==> src/rtl/param_updown_counter_if.sv <==
// Control/status bundle for param_updown_counter: master drives controls, slave is the counter.
// With PARAM_UPDOWN_COUNTER_CAPTURE_EN defined the bundle also carries capture/cap_val.
interface param_updown_counter_if #(
    parameter int WIDTH = 8
);
    logic             clr;
    logic             load;
    logic [WIDTH-1:0] load_val;
    logic             enable;
    logic             up;
    logic             sat;
    logic [WIDTH-1:0] count;
    logic [WIDTH-1:0] count_bar;
    logic             wrap;
    logic             at_limit;
`ifdef PARAM_UPDOWN_COUNTER_CAPTURE_EN
    logic             capture;
    logic [WIDTH-1:0] cap_val;

    modport master (
        output clr, load, load_val, enable, up, sat, capture,
        input  count, count_bar, wrap, at_limit, cap_val
    );
    modport slave (
        input  clr, load, load_val, enable, up, sat, capture,
        output count, count_bar, wrap, at_limit, cap_val
    );
`else
    modport master (
        output clr, load, load_val, enable, up, sat,
        input  count, count_bar, wrap, at_limit
    );
    modport slave (
        input  clr, load, load_val, enable, up, sat,
        output count, count_bar, wrap, at_limit
    );
`endif
endinterface

==> src/rtl/param_updown_counter.sv <==
// Parametrised up/down counter with prescaler, wrap/saturate modes and registered wrap pulse.
// Optional input capture register enabled by defining PARAM_UPDOWN_COUNTER_CAPTURE_EN.
module param_updown_counter #(
    parameter int               WIDTH       = 8,
    parameter logic [WIDTH-1:0] MODULUS_MAX = {WIDTH{1'b1}},
    parameter int               PRESCALE    = 1,
    parameter logic [WIDTH-1:0] RST_VAL     = {WIDTH{1'b0}}
) (
    input logic                    clk,
    input logic                    rst,
    param_updown_counter_if.slave  bus
);

    localparam logic [WIDTH-1:0] ZERO     = {WIDTH{1'b0}};
    localparam logic [WIDTH-1:0] ONE      = {{(WIDTH-1){1'b0}}, 1'b1};
    localparam logic [15:0]      PRE_LAST = 16'(PRESCALE - 1);

    logic [WIDTH-1:0] count_r;
    logic [WIDTH-1:0] count_nxt_s;
    logic [WIDTH-1:0] step_count_s;
    logic             step_wrap_s;
    logic [15:0]      pre_r;
    logic [15:0]      pre_nxt_s;
    logic             wrap_r;
    logic             wrap_nxt_s;

    // Value and wrap flag the counter would take if this edge were a step
    always_comb begin
        step_count_s = count_r;
        step_wrap_s  = 1'b0;
        if (bus.up) begin
            if (count_r < MODULUS_MAX) begin
                step_count_s = count_r + ONE;
            end else begin
                // Out-of-range values also land here and recover to zero
                step_wrap_s = 1'b1;
                if (bus.sat && (count_r == MODULUS_MAX)) begin
                    step_count_s = count_r;
                end else begin
                    step_count_s = ZERO;
                end
            end
        end else begin
            if (count_r != ZERO) begin
                step_count_s = count_r - ONE;
            end else begin
                step_wrap_s = 1'b1;
                if (bus.sat) begin
                    step_count_s = count_r;
                end else begin
                    step_count_s = MODULUS_MAX;
                end
            end
        end
    end

    // Next-state selection: clr over load over prescaled step
    always_comb begin
        count_nxt_s = count_r;
        pre_nxt_s   = pre_r;
        wrap_nxt_s  = 1'b0;
        if (bus.clr) begin
            count_nxt_s = ZERO;
            pre_nxt_s   = 16'd0;
        end else if (bus.load) begin
            if (bus.load_val > MODULUS_MAX) begin
                count_nxt_s = MODULUS_MAX;
            end else begin
                count_nxt_s = bus.load_val;
            end
            pre_nxt_s = 16'd0;
        end else if (bus.enable) begin
            if (pre_r == PRE_LAST) begin
                pre_nxt_s   = 16'd0;
                count_nxt_s = step_count_s;
                wrap_nxt_s  = step_wrap_s;
            end else begin
                pre_nxt_s = pre_r + 16'd1;
            end
        end else begin
            pre_nxt_s = pre_r;
        end
    end

    // Counter, prescaler and wrap pulse registers
    always_ff @(posedge clk or posedge rst) begin
        if (rst) begin
            count_r <= RST_VAL;
            pre_r   <= 16'd0;
            wrap_r  <= 1'b0;
        end else begin
            count_r <= count_nxt_s;
            pre_r   <= pre_nxt_s;
            wrap_r  <= wrap_nxt_s;
        end
    end

`ifdef PARAM_UPDOWN_COUNTER_CAPTURE_EN
    logic [WIDTH-1:0] cap_r;

    // Capture samples the pre-update count, independent of clr/load/step
    always_ff @(posedge clk or posedge rst) begin
        if (rst) begin
            cap_r <= ZERO;
        end else if (bus.capture) begin
            cap_r <= count_r;
        end else begin
            cap_r <= cap_r;
        end
    end

    assign bus.cap_val = cap_r;
`endif

    assign bus.count     = count_r;
    assign bus.count_bar = ~count_r;
    assign bus.wrap      = wrap_r;
    assign bus.at_limit  = (bus.up && (count_r == MODULUS_MAX)) ||
                           (!bus.up && (count_r == ZERO));

endmodule
==> src/flat_wrapper.sv <==
// flat-port wrapper written by rule: the top's interface ports become plain ports
module param_updown_counter_flat 
#(
    parameter int               WIDTH       = 8,
    parameter logic [WIDTH-1:0] MODULUS_MAX = {WIDTH{1'b1}},
    parameter int               PRESCALE    = 1,
    parameter logic [WIDTH-1:0] RST_VAL     = {WIDTH{1'b0}}
)
  (clk, rst, bus_clr, bus_load, bus_load_val, bus_enable, bus_up, bus_sat, bus_count, bus_count_bar, bus_wrap, bus_at_limit);
  param_updown_counter_if #(.WIDTH(WIDTH)) bus_i ();
  input logic clk;
  input logic rst;
  input wire logic [$bits(bus_i.clr)-1:0] bus_clr;
  input wire logic [$bits(bus_i.load)-1:0] bus_load;
  input wire logic [$bits(bus_i.load_val)-1:0] bus_load_val;
  input wire logic [$bits(bus_i.enable)-1:0] bus_enable;
  input wire logic [$bits(bus_i.up)-1:0] bus_up;
  input wire logic [$bits(bus_i.sat)-1:0] bus_sat;
  output wire logic [$bits(bus_i.count)-1:0] bus_count;
  output wire logic [$bits(bus_i.count_bar)-1:0] bus_count_bar;
  output wire logic [$bits(bus_i.wrap)-1:0] bus_wrap;
  output wire logic [$bits(bus_i.at_limit)-1:0] bus_at_limit;
  assign bus_i.clr = bus_clr;
  assign bus_i.load = bus_load;
  assign bus_i.load_val = bus_load_val;
  assign bus_i.enable = bus_enable;
  assign bus_i.up = bus_up;
  assign bus_i.sat = bus_sat;
  assign bus_count = bus_i.count;
  assign bus_count_bar = bus_i.count_bar;
  assign bus_wrap = bus_i.wrap;
  assign bus_at_limit = bus_i.at_limit;
  param_updown_counter #(.WIDTH(WIDTH), .MODULUS_MAX(MODULUS_MAX), .PRESCALE(PRESCALE), .RST_VAL(RST_VAL)) u_core (.clk(clk), .rst(rst), .bus(bus_i));
endmodule
==> config.mk <==
export PLATFORM = sky130hd
export DESIGN_NAME = param_updown_counter_flat
export DESIGN_NICKNAME = d
export VERILOG_FILES = /design/src/rtl/param_updown_counter_if.sv /design/src/rtl/param_updown_counter.sv /design/src/flat_wrapper.sv
export SDC_FILE = /design/constraint.sdc
export NUM_CORES = 1
export LEC_CHECK = 0
export BUFFER_PORTS_ARGS = -buffer_cell sky130_fd_sc_hd__buf_4
export CAP_MARGIN = 20
export CORE_MARGIN = 1.5
export CORE_UTILIZATION = 56
export DETAILED_ROUTE_END_ITERATION = 12
export PLACE_DENSITY_LB_ADDON = 0.05
export RECOVER_POWER = 100
export SLEW_MARGIN = 10
export SYNTH_ARGS = -nofsm -noshare
export SYNTH_HDL_FRONTEND = slang
export SYNTH_SLANG_ARGS = --single-unit
==> constraint.sdc <==
create_clock -name clk -period 3.05 [get_ports clk]
set_clock_uncertainty 0.15 [all_clocks]
set_input_delay 0.305 -clock clk [delete_from_list [all_inputs] [get_ports clk]]
set_output_delay 0.305 -clock clk [all_outputs]
set_load 0.005 [all_outputs]
==> impl_metrics.yaml <==
pwr:
  p_sw_frac: 0.321
  p_seq_frac: 0.525
  irDropWorstVdd_v: 0.000249
  p_leak_nw: 0.828
  power.total_w: 0.000720
  p_comb_frac: 0.263
  power_per_cell_area_nw_per_um2: 363
  p_sw_w: 0.000231
  intPower_w: 0.000489
  clkPwrFrac: 0.212
floorplanning:
  dieHeight_um: 59.0
  core_area_sq_um: 3000
  dieArea_sq_um: 3480
  dieWidth_um: 59.0
  core.rowCount: 20
  ios: 33
  start_util: 0.584
cells_and_area:
  drive_above_1_share: 0.189
  fin_nets: 249
  mostFrequentLayoutCells: "dfrtp_1, clkbuf_4, a21oi_1, nor2_1, inv_1"
  final_common_cell: "dfrtp_1"
  final_util: 0.661
  area_growth_pct: 13.3
  diodes: 0
  final_area_sq_um: 1990
drt:
  vias_per_cell: 6.26
  first_pass_iters: 5
  wire_per_inst_um: 16.6
  routed_wl_um: 4320
  ant_nets: 0
  vias: 1633
  drc: 0
  initialDrtViolationCount: 97
sta:
  timing.hold.ws_ns: 0.0240
  setup_violations: 0
  hold_viol: 0
  min_period_ns: 2.53
  finalSetupTns_ns: 0
  period_share: 0.829
  slew_viol_final: 0
  timing.fmax_mhz: 396
  worst_pin_slew_ns: 0.946
  rsz0062_at_grt: "false"
  relSlewSlack: 0.369
placed_design:
  io_buffers: 32
  gp_congestion: 0.913
  placed_area_sq_um: 1980
  dp_hpwl_um: 3180
worst_setup_path:
  rr_endpoint: "u_core.pre_r[2]"
  reg2reg_slack_ns: 0.52
  critPathLaunch: "u_core.pre_r[0]"
  crit_path_end: "u_core.pre_r[2]"
  crit_path_start_kind: "flip-flop"
  path_class: "flip-flop to flip-flop"
  endpoint_kind: "flip-flop"
  r2r_start: "u_core.pre_r[0]"
  critPathMaxFanout: 13
  crit_arrival_ns: 2.58
  r2r_cells: 7
  critical_path_required_ns: 3.10
grt:
  gr-total-overflow: 0
  antenna_found_initial: 0
  gr-usage-all-layers: 0.265
  grt_pass1_vias: 1464
  grt_max_degree: 26
  grt_pass1_wl_um: 7000
clocking:
  clock_path_buffers: 2
  cts-resized-gates: 0
  clock_sinks: 25
  clockRootBuffer: "clkbuf_4"
  cts_tree: "done"
  cts_buffers: 3
  postCtsSetupRepairBufs: 0
  insertion_delay_ns: 0.33
  hold_buffers: 0
  clk_pin_slew_worst_paths_ns: 0.14
  cts.htree.levels: 1
synth:
  syn_inst: 201
  synth-seq-cells: 25
  synthesis.area_sq_um: 1750
  dominantRegCellSynth: "dfrtp_1"
  yosysSeqAreaShare: 0.357
  yosys.cell_types.count: 50
  synth_edf_count: 0
  yosys_warnings: 0
  postSynth.asyncResetShare: 1.00
  avgSynthCellArea_sq_um: 8.72
  syn_nets: 221
run:
  maxCapViolations: 0
run_status:
  outcome: "completed"
hold_path:
  hold_path.class: "input port to async pin"
metrics by stage:
step / cells / setup WS [ns]
detailed placement: 257 / 0.740
finish: 261 / 0.522
global route: 261 / 0.249
CTS: 261 / 0.653
floorplan: 201 / 1.05
global placement: 257 / 0.892
worst max-delay path: stages, from the launching register on:
cell	delay (ns)
dfrtp_1	0.42
inv_1	0.10
ha_1	0.16
nor4b_1	0.21
nand4_1	0.18
o21ai_1	0.58
clkbuf_1	0.50
nor2_1	0.11
sequential cells by signal, summed over array words and instances, names as in the netlist:
register	count
u_core.bus.count	8
u_core.bus.wrap	1
u_core.pre_r	16
worst min-delay path by stage:
stage,endpoint,slack (ns)
floorplan,u_core.bus.count[0],0.18
global placement,u_core.pre_r[15],0.36
detailed placement,u_core.pre_r[15],0.36
CTS,u_core.bus.count[6],0.04
global route,u_core.bus.count[7],0.02
finish,u_core.pre_r[11],0.02
cell type report:
class | count | area (sq um)
fill | 260 | 1020
multi-input combinational | 151 | 992
sequential | 25 | 626
timing repair buffer | 33 | 244
inverter | 15 | 56.3
tap | 33 | 41.3
clock buffer | 4 | 26.3
cell usage after synthesis (all sizes together), types with 2 or more instances:
| library cell | number | area share |
|---|---|---|
| dfrtp | 25 | 0.36 |
| a21oi | 18 | 0.051 |
| inv | 15 | 0.032 |
| nor2 | 15 | 0.032 |
| nand2 | 13 | 0.028 |
| nand4 | 12 | 0.043 |
| o21ai | 12 | 0.034 |
| buf | 7 | 0.029 |
| nand3 | 7 | 0.020 |
| or3 | 7 | 0.025 |
| xor2 | 7 | 0.035 |
| xnor2 | 6 | 0.030 |
| ha | 5 | 0.036 |
| nor3 | 5 | 0.014 |
| a22oi | 3 | 0.013 |
| clkbuf | 3 | 0.0064 |
| nor3b | 3 | 0.013 |
| nor4 | 3 | 0.019 |
| a221oi | 2 | 0.010 |
| a311oi | 2 | 0.017 |
| a31o | 2 | 0.010 |
| a31oi | 2 | 0.0071 |
| a32oi | 2 | 0.010 |
| and3 | 2 | 0.0071 |
| nor2b | 2 | 0.0071 |
| or2 | 2 | 0.0071 |
metal layers:
| layer | track usage | vias up | wire length (um) |
|---|---|---|---|
| met5 | 0 | - | 0 |
| met4 | 0.0552 | 0 | 28 |
| met3 | 0.0527 | 4 | 202 |
| met2 | 0.389 | 53 | 1960 |
| met1 | 0.405 | 785 | 2130 |
| li1 | - | 791 | - |
cells by family after synthesis:
logic type               synth area share
XOR/XNOR                           0.0650
flip-flops                          0.357
multiplexers                       0.0121
buffers and inverters              0.0671
adder cells (fa/ha/maj)            0.0357
AND/OR/NAND/NOR                     0.252
AO/OA/AOI/OAI                       0.211
power groups by stage:
stage / Clock, W / Combinational, W / Sequential [W]
finish: 0.000153 / 0.000189 / 0.000378
global route: 0.000168 / 0.000209 / 0.000381
CTS: 0.000153 / 0.000195 / 0.000377
detailed placement: 0 / 0.000194 / 0.000383
global placement: 0 / 0.000190 / 0.000382
floorplan: 0 / 0.000133 / 0.000369
(Power assumes the default switching activity.)
